File: src/rtl/reg_status_pkg.sv
// Shared constants and helpers for the register status table.
// The optional REG_STATUS_CDB_BYPASS_EN build is handled in reg_status_multi.
package reg_status_pkg;

    localparam int TAG_READY    = 0;
    localparam int DEF_NUM_REGS = 32;
    localparam int DEF_TAG_W    = 5;
    localparam int DEF_DATA_W   = 32;
    localparam int DEF_NUM_RD   = 2;
    localparam int DEF_NUM_CDB  = 2;
    localparam int CDB_MAX_W    = 32;

    // Index of the lowest requesting CDB channel, -1 when none requests.
    function automatic int first_hit(input logic [CDB_MAX_W-1:0] req);
        first_hit = -1;
        for (int i = CDB_MAX_W - 1; i >= 0; i--) begin
            if (req[i]) first_hit = i;
        end
    endfunction

endpackage

File: src/rtl/reg_status_cdb_snoop.sv
// Matches one producer tag against every CDB channel; the lowest-index
// matching channel supplies the value. A ready tag never hits.
module reg_status_cdb_snoop
    import reg_status_pkg::*;
#(
    parameter int TAG_W   = DEF_TAG_W,
    parameter int DATA_W  = DEF_DATA_W,
    parameter int NUM_CDB = DEF_NUM_CDB
) (
    input  logic [TAG_W-1:0]          tag,
    input  logic [NUM_CDB-1:0]        cdb_valid,
    input  logic [NUM_CDB*TAG_W-1:0]  cdb_tag,
    input  logic [NUM_CDB*DATA_W-1:0] cdb_val,
    output logic                      hit,
    output logic [DATA_W-1:0]         val
);

    logic [NUM_CDB-1:0] match;
    int                 sel;

    always_comb begin
        match = '0;
        for (int c = 0; c < NUM_CDB; c++) begin
            match[c] = cdb_valid[c] && (cdb_tag[c*TAG_W +: TAG_W] == tag);
        end
        hit = (tag != TAG_W'(TAG_READY)) && (match != '0);
        sel = first_hit(CDB_MAX_W'(match));
        val = '0;
        for (int c = 0; c < NUM_CDB; c++) begin
            if (sel == c) val = cdb_val[c*DATA_W +: DATA_W];
        end
    end

endmodule

File: src/rtl/reg_status_multi.sv
// Tomasulo register status table: NUM_RD lookups, one rename, NUM_CDB snoops.
// Define REG_STATUS_CDB_BYPASS_EN to forward same-cycle CDB results to lookups.
module reg_status_multi
    import reg_status_pkg::*;
#(
    parameter  int NUM_REGS = DEF_NUM_REGS,
    localparam int REG_W    = $clog2(NUM_REGS),
    parameter  int TAG_W    = DEF_TAG_W,
    parameter  int DATA_W   = DEF_DATA_W,
    parameter  int NUM_RD   = DEF_NUM_RD,
    parameter  int NUM_CDB  = DEF_NUM_CDB
) (
    input  logic                      clk,
    input  logic                      rst,
    input  logic                      in_issue_valid,
    input  logic [NUM_RD*REG_W-1:0]   in_src_reg,
    input  logic                      in_dest_en,
    input  logic [REG_W-1:0]          in_dest_reg,
    input  logic [TAG_W-1:0]          in_dest_tag,
    input  logic [NUM_CDB-1:0]        in_cdb_valid,
    input  logic [NUM_CDB*TAG_W-1:0]  in_cdb_tag,
    input  logic [NUM_CDB*DATA_W-1:0] in_cdb_val,
    input  logic                      in_flush,
    output logic                      out_valid,
    output logic [NUM_RD*DATA_W-1:0]  out_val,
    output logic [NUM_RD*TAG_W-1:0]   out_tag,
    output logic [REG_W:0]            out_pending_cnt
);

    localparam int CNT_W = REG_W + 1;

    // Handshake: no back-pressure; an issue is accepted every cycle
    // in_issue_valid is high and its lookup appears with out_valid one cycle later.

    logic [DATA_W-1:0] val_q [NUM_REGS];
    logic [TAG_W-1:0]  tag_q [NUM_REGS];
    logic [DATA_W-1:0] val_n [NUM_REGS];
    logic [TAG_W-1:0]  tag_n [NUM_REGS];
    logic [NUM_REGS-1:0] ent_hit;
    logic [DATA_W-1:0]   ent_val [NUM_REGS];
    logic [CNT_W-1:0]    cnt_n;
    logic                rename;

    logic [TAG_W-1:0]  rd_tag_raw [NUM_RD];
    logic [DATA_W-1:0] rd_val_raw [NUM_RD];
    logic [TAG_W-1:0]  rd_tag     [NUM_RD];
    logic [DATA_W-1:0] rd_val     [NUM_RD];

    for (genvar e = 0; e < NUM_REGS; e++) begin : g_ent
        reg_status_cdb_snoop #(
            .TAG_W  (TAG_W),
            .DATA_W (DATA_W),
            .NUM_CDB(NUM_CDB)
        ) u_snoop (
            .tag      (tag_q[e]),
            .cdb_valid(in_cdb_valid),
            .cdb_tag  (in_cdb_tag),
            .cdb_val  (in_cdb_val),
            .hit      (ent_hit[e]),
            .val      (ent_val[e])
        );
    end

    // Priority per entry: flush > rename > CDB for the tag; a rename keeps the
    // old value, while a flush still lets the CDB write land.
    always_comb begin
        rename = in_issue_valid && in_dest_en && !in_flush
                 && (in_dest_tag != TAG_W'(TAG_READY));
        cnt_n  = '0;
        for (int e = 0; e < NUM_REGS; e++) begin
            val_n[e] = val_q[e];
            tag_n[e] = tag_q[e];
            if (ent_hit[e]) begin
                val_n[e] = ent_val[e];
                tag_n[e] = TAG_W'(TAG_READY);
            end
            if (rename && (in_dest_reg == REG_W'(e))) begin
                val_n[e] = val_q[e];
                tag_n[e] = in_dest_tag;
            end
            if (in_flush) tag_n[e] = TAG_W'(TAG_READY);
        end
        val_n[0] = '0;
        tag_n[0] = TAG_W'(TAG_READY);
        for (int e = 0; e < NUM_REGS; e++) begin
            cnt_n = cnt_n + CNT_W'(tag_n[e] != TAG_W'(TAG_READY));
        end
    end

    always_comb begin
        for (int p = 0; p < NUM_RD; p++) begin
            rd_tag_raw[p] = tag_q[in_src_reg[p*REG_W +: REG_W]];
            rd_val_raw[p] = val_q[in_src_reg[p*REG_W +: REG_W]];
        end
    end

`ifdef REG_STATUS_CDB_BYPASS_EN
    logic [NUM_RD-1:0] byp_hit;
    logic [DATA_W-1:0] byp_val [NUM_RD];

    for (genvar p = 0; p < NUM_RD; p++) begin : g_byp
        reg_status_cdb_snoop #(
            .TAG_W  (TAG_W),
            .DATA_W (DATA_W),
            .NUM_CDB(NUM_CDB)
        ) u_byp (
            .tag      (rd_tag_raw[p]),
            .cdb_valid(in_cdb_valid),
            .cdb_tag  (in_cdb_tag),
            .cdb_val  (in_cdb_val),
            .hit      (byp_hit[p]),
            .val      (byp_val[p])
        );
    end

    always_comb begin
        for (int p = 0; p < NUM_RD; p++) begin
            rd_tag[p] = byp_hit[p] ? TAG_W'(TAG_READY) : rd_tag_raw[p];
            rd_val[p] = byp_hit[p] ? byp_val[p] : rd_val_raw[p];
        end
    end
`else
    always_comb begin
        for (int p = 0; p < NUM_RD; p++) begin
            rd_tag[p] = rd_tag_raw[p];
            rd_val[p] = rd_val_raw[p];
        end
    end
`endif

    always_ff @(posedge clk or posedge rst) begin
        if (rst) begin
            for (int e = 0; e < NUM_REGS; e++) begin
                val_q[e] <= '0;
                tag_q[e] <= '0;
            end
            out_valid       <= 1'b0;
            out_val         <= '0;
            out_tag         <= '0;
            out_pending_cnt <= '0;
        end else begin
            for (int e = 0; e < NUM_REGS; e++) begin
                val_q[e] <= val_n[e];
                tag_q[e] <= tag_n[e];
            end
            out_valid       <= in_issue_valid;
            out_pending_cnt <= cnt_n;
            if (in_issue_valid) begin
                for (int p = 0; p < NUM_RD; p++) begin
                    out_val[p*DATA_W +: DATA_W] <= rd_val[p];
                    out_tag[p*TAG_W +: TAG_W]   <= rd_tag[p];
                end
            end
        end
    end

endmodule

File: config.mk
export PLATFORM = sky130hd
export DESIGN_NAME = reg_status_multi
export DESIGN_NICKNAME = d
export VERILOG_FILES = /design/src/rtl/reg_status_pkg.sv /design/src/rtl/reg_status_cdb_snoop.sv /design/src/rtl/reg_status_multi.sv
export SDC_FILE = /design/constraint.sdc
export NUM_CORES = 2
export LEC_CHECK = 0
export CORE_AREA = 2 2 564 566
export CTS_CLUSTER_SIZE = 30
export DETAILED_ROUTE_END_ITERATION = 7
export DIE_AREA = 0 0 566 568
export PLACE_DENSITY = 0.36
export SYNTH_ARGS = -nofsm -noshare
export SYNTH_HDL_FRONTEND = slang
export SYNTH_SLANG_ARGS = --single-unit
File: constraint.sdc
create_clock -name clk -period 46 [get_ports clk]
set_input_delay 6.9 -clock clk [delete_from_list [all_inputs] [get_ports clk]]
set_output_delay 6.9 -clock clk [all_outputs]
set_load 0.01 [all_outputs]
* Word-level counts from Yosys, hierarchy flattened
Cells that the tools add are included.
W data, S select, Z words.
** Storage, ports and cells
- Flip-flop bits (word level) :: 1228
- Input port bits :: 101
- Output and inout port bits :: 81
** Cells by class
- Add/subtract/negate cells :: 30
- $lt $le $gt $ge :: 2
- Equality and inequality tests :: 124
- Muxes and demuxes :: 229
- Bitwise logic cells :: 33
- Reductions and logical operators :: 284
** Operators by type and width (count)
- $mux W32 :: 128
- $eq A32 B2 Y1 const B :: 31
- $logic_not A32 Y1 :: 31
- $mux W5 :: 97
- $bmux W32 S5 :: 2
- $reduce_bool A5 Y1 :: 63
- $eq A5 B5 Y1 :: 62
- $add A6 B1 Y6 :: 25
- $logic_and A1 B1 Y1 :: 127
- $eq A5 B5 Y1 const B :: 16
- $reduce_and A2 Y1 :: 31
- $reduce_bool A2 Y1 :: 31
- $bmux W5 S5 :: 2
- $eq A5 B4 Y1 const B :: 8
- $not A1 Y1 :: 31
- $eq A5 B3 Y1 const B :: 4
- $ge A6 B6 Y1 const B :: 2
- $not A5 Y6 :: 2
- $eq A5 B2 Y1 const B :: 2
- $add A5 B1 Y6 :: 1
- $add A4 B1 Y5 :: 1
- $eq A5 B1 Y1 const B :: 1
- $add A3 B1 Y4 :: 1
- $add A2 B1 Y3 :: 1
- 2 further kinds :: 2

* Logic depth before layout (Yosys ltp)
- Word-level depth :: 38
- Mapped depth :: 25
- Depth with buffers taken out :: 21

* Cells and area by module
From an unflattened synthesis, not the netlist that was laid out.
** Second synthesis, totals
- Cell total of the unflattened synthesis :: 8605
- Area total of the unflattened synthesis :: 94913.5 µm²
** By module, submodules not included
- reg_status_multi :: times used 1, cells an instance 4699, area each 65978.3 µm²
- reg_status_cdb_snoop :: times used 31, cells an instance 126, area each 933.4 µm²

* Worst setup path before layout
No wires, ideal clock.
- Path kind :: input-to-reg
- Start :: input port in_dest_reg[0]
- End :: register out_pending_cnt[4]
- Setup time :: 0.080 ns
- Arrival time :: 13.370 ns
- Slack :: 32.551 ns
- Stages on the path :: 22
- Cell sequence :: buf_2 or4b_2 buf_2 a211oi_4 or4b_2 a21oi_1 or4_1 fa_1 inv_1 fa_1 inv_1 fa_1 fa_1 fa_1 inv_1 fa_1 inv_1 fa_1 fa_1 a21o_1 a21oi_1 xnor2_1
** RTL lines
- from (decl) :: RTL line reg_status_multi.sv:18 : input logic [REG_W-1:0] in_dest_reg,
- to (signal assigned) :: RTL line reg_status_multi.sv:147 : out_pending_cnt <= cnt_n;
- to (decl) :: RTL line reg_status_multi.sv:27 : output logic [REG_W:0] out_pending_cnt

==> reports/results.ini <==
[run_status]
status=finished, final reports clean

[synthesis]
synth_ff_type=dfrtp_1
yosysTopAreaCell=dfrtp_1
netlist_area_mm2=0.0785
synth_area_leaders=dfrtp_1 39%, mux4_2 17%, a22oi_1 8.5%, o21ai_0 4.0%, nand2_1 3.6%
avgSynthCellArea_um2=10.4
synth_cells=7559
synth_cell_types=87
ys_warn_count=0
synth_fp_nets=7690
ys_seq_area_share_pct=39.2
synthArstFlopShare_pct=100
ys_seq_elements=1228
synth_top_area_share_pct=39.2
synth_edf_count=0

[floorplan]
ios=182
fp.dieArea_mm2=0.321
initial_core_util_pct=24.8
row_count=207
die_y_um=568
coreArea_mm2=0.316
fp.dieW_um=566

[pwr]
p_int_mw=1.94
leakage_nw=34.4
vdd_drop_max_mv=0.0283
combPwrFrac_pct=11.2
p_switching_uw=785
power_density_mw_per_mm2=30.7
sw_frac_of_total_pct=28.8
seq_power_share_pct=41.1
p_clk_share_pct=47.7

[global_route]
gr-total-overflow=0
antenna_found_initial=18
grt_first_pass_wirelength_mm=579
grt_max_degree=127
grt_pass1_vias=66900
track_usage_pct=25.5

[setup_path]
crit_family=adder cells
path_max_fanout=18
end_kind=register
path_class=primary input to register
path_buf_inv=5
slowest_stage=clkdlybuf4s50_1
reg2reg_slack_ns=38.13
cpMostUsedCell=fa_1
startpoint_type=primary input
crit_chain=clkdlybuf4s50_1, nor3_4, buf_4, a211oi_1, or4b_2, a21oi_1, nor4_1, fa_1, inv_1, fa_1, fa_1, fa_1, fa_1, inv_1, fa_1, inv_1, fa_1, fa_1, a21o_1, a21oi_1, xnor2_1
slowest_delay_ns=0.99
arrival_ns=15.18
cp.required_ns=46.74

[placed_design]
gp_congestion=0.869
io_buffers=181
post_dp_cell_area_mm2=0.0836
dpl.cell_count=11200
post-place-ws_ns=30.79
dp_hpwl_mm=241

[sta]
rsz0062_at_grt=no
timing.final.crit_period_ns=14.44
hold_viol_final=0
slew_viol_final=0
final-setup-viol-count=0
slew_headroom_pct=8.71
skew_ns=0.0828
max_freq_ghz=0.0693
fin_crit_sh_pct=31.4
setup_ws_ns=31.56
fin_tns_setup_ns=0
tightest_slew_ns=1.37
fin_hold_ws_ns=0.497

[clock_tree]
cts_resized=0
cts_root_buffer=clkbuf_16
cts.clk_slew.worst_paths_ns=0.06
clkLatencyLatePin_ns=0.87
cts.sinks=1228
cts_tree=done
clk_path_buf_depth=4
postCtsHoldBufs=0
ctsHtreeMaxLevel=4
cts_buffers=164
post_cts.repair.setup_buffers=0

[cells_and_area]
area_delta_synth_final_pct=13.2
final-instance-count-excl-fill=11500
num-nets-final=7322
drive_gt1_share_pct=19.5
final_area_mm2=0.0888

[run]
maxCapViolations=0

[route]
vias=67600
wl_per_cell_um=36.6
drtPass1Iterations=6
drc=0
drt_iter0_drc=7425
route.antenna.remaining_nets=0
viasPerCell=5.88
postRouteWirelength_mm=420

[min_path]
min_path_type=register to register

==> routing by layer <==
metal | track usage (%) | wire length, um
met2 | 42.0 | 199000
met5 | 0 | 13
met4 | 11.8 | 21500
met1 | 32.8 | 172000
met3 | 3.89 | 28200
==> kinds of logic after synthesis <==
family / count (synthesis) / share of synthesized area, %
AOI/OAI and AO/OA: 2512 / 21.0
xor gates and xnor gates: 313 / 3.49
adders and majority gates: 30 / 0.698
buffers and inverters: 1009 / 5.85
DFF: 1228 / 39.2
muxes: 843 / 20.3
and+or+nand+nor: 1624 / 9.43
==> tightest hold or removal path: cells and delay by family, from the launching register on <==
| kind | cells | cell delay, ns |
|---|---|---|
| and+or+nand+nor | 1 | 0.05 |
| AOI/OAI and AO/OA | 1 | 0.06 |
| DFF | 1 | 0.35 |
==> flip-flops by register name, indices dropped and copies added (netlist names) <==
name and count:
out_pending_cnt 6, out_tag 10, out_val 64, out_valid 1
tag_q 155, val_q 992
==> cell type report <==
cell class	count	area [um^2]
fillers	32700	227000
multi-input cells	5322	43700
flip-flops and latches	1228	30700
well taps	4180	5230
clock buffers	249	4830
repair buffers	436	3800
clock inverters	38	367
inverters	39	154
diodes	5	12.5
==> cell usage after synthesis (13+ instances only) <==
cell type and n:
o32ai_1 21, nor2_1 465, fa_1 23, mux4_2 592
nor3b_1 18, clkbuf_8 18, buf_1 86, and3_1 63
o22ai_1 22, a211oi_1 14, a21oi_1 463, buf_6 34
nand3_1 59, a211o_1 82, dfrtp_1 1228, nor3_1 24
o21ai_0 626, inv_1 38, buf_2 149, nor4_1 76
xor2_1 249, or4_1 25, a31oi_1 73, a41o_1 13
or4b_2 29, mux2_2 97, xnor2_1 64, nand2_1 745
a22oi_1 893, nand4_1 13, mux2i_1 152, clkbuf_1 656
o21ai_1 47, nor2b_1 24, a21oi_2 56, a22o_1 121
buf_4 17
==> power by group through the flow <==
stage / registers, mW / clock network [mW] / logic (mW)
2_1_floorplan: 1.13 / 0 / 0.170
3_3_place_gp: 1.14 / 0 / 0.303
3_5_place_dp: 1.14 / 0 / 0.304
4_1_cts: 1.12 / 1.33 / 0.305
5_1_grt: 1.12 / 1.37 / 0.319
6_report: 1.12 / 1.30 / 0.306
==> through the flow <==
step	power, mW	util, %
floorplan	1.30	-
global placement	1.44	26.4
detailed placement	1.44	26.4
CTS	2.75	28.1
global route	2.81	28.1
finish	2.73	28.1
==> path summary, 6_finish.rpt <==
path | end | start | depth (start not counted)
min in group asynchronous | tag_q[94] | rst | 2
worst max-delay path | out_pending_cnt[4] | in_dest_tag[0] | 21
worst max register to register | out_pending_cnt[4] | tag_q[8] | 22
worst min register to register | val_q[162] | val_q[162] | 2
worst min-delay path | val_q[162] | val_q[162] | 2
max in group asynchronous | val_q[197] | rst | 7
==> cells in the final DEF (no fill, tap or decap), types with 56 or more instances in the layout <==
| cell type | n |
|---|---|
| a211o_1 | 81 |
| dfrtp_1 | 1228 |
| a21oi_1 | 463 |
| xnor2_1 | 64 |
| mux4_2 | 592 |
| a31oi_1 | 73 |
| clkbuf_16 | 166 |
| clkdlybuf4s50_1 | 157 |
| mux2_2 | 97 |
| o21ai_0 | 626 |
| a22oi_1 | 893 |
| a21oi_2 | 56 |
| mux2i_1 | 152 |
| buf_4 | 249 |
| a22o_1 | 121 |
| xor2_1 | 249 |
| nor4_1 | 75 |
| nand2_1 | 745 |
| nand3_1 | 59 |
| nor2_1 | 451 |
Power figures use the tool's default switching activity.
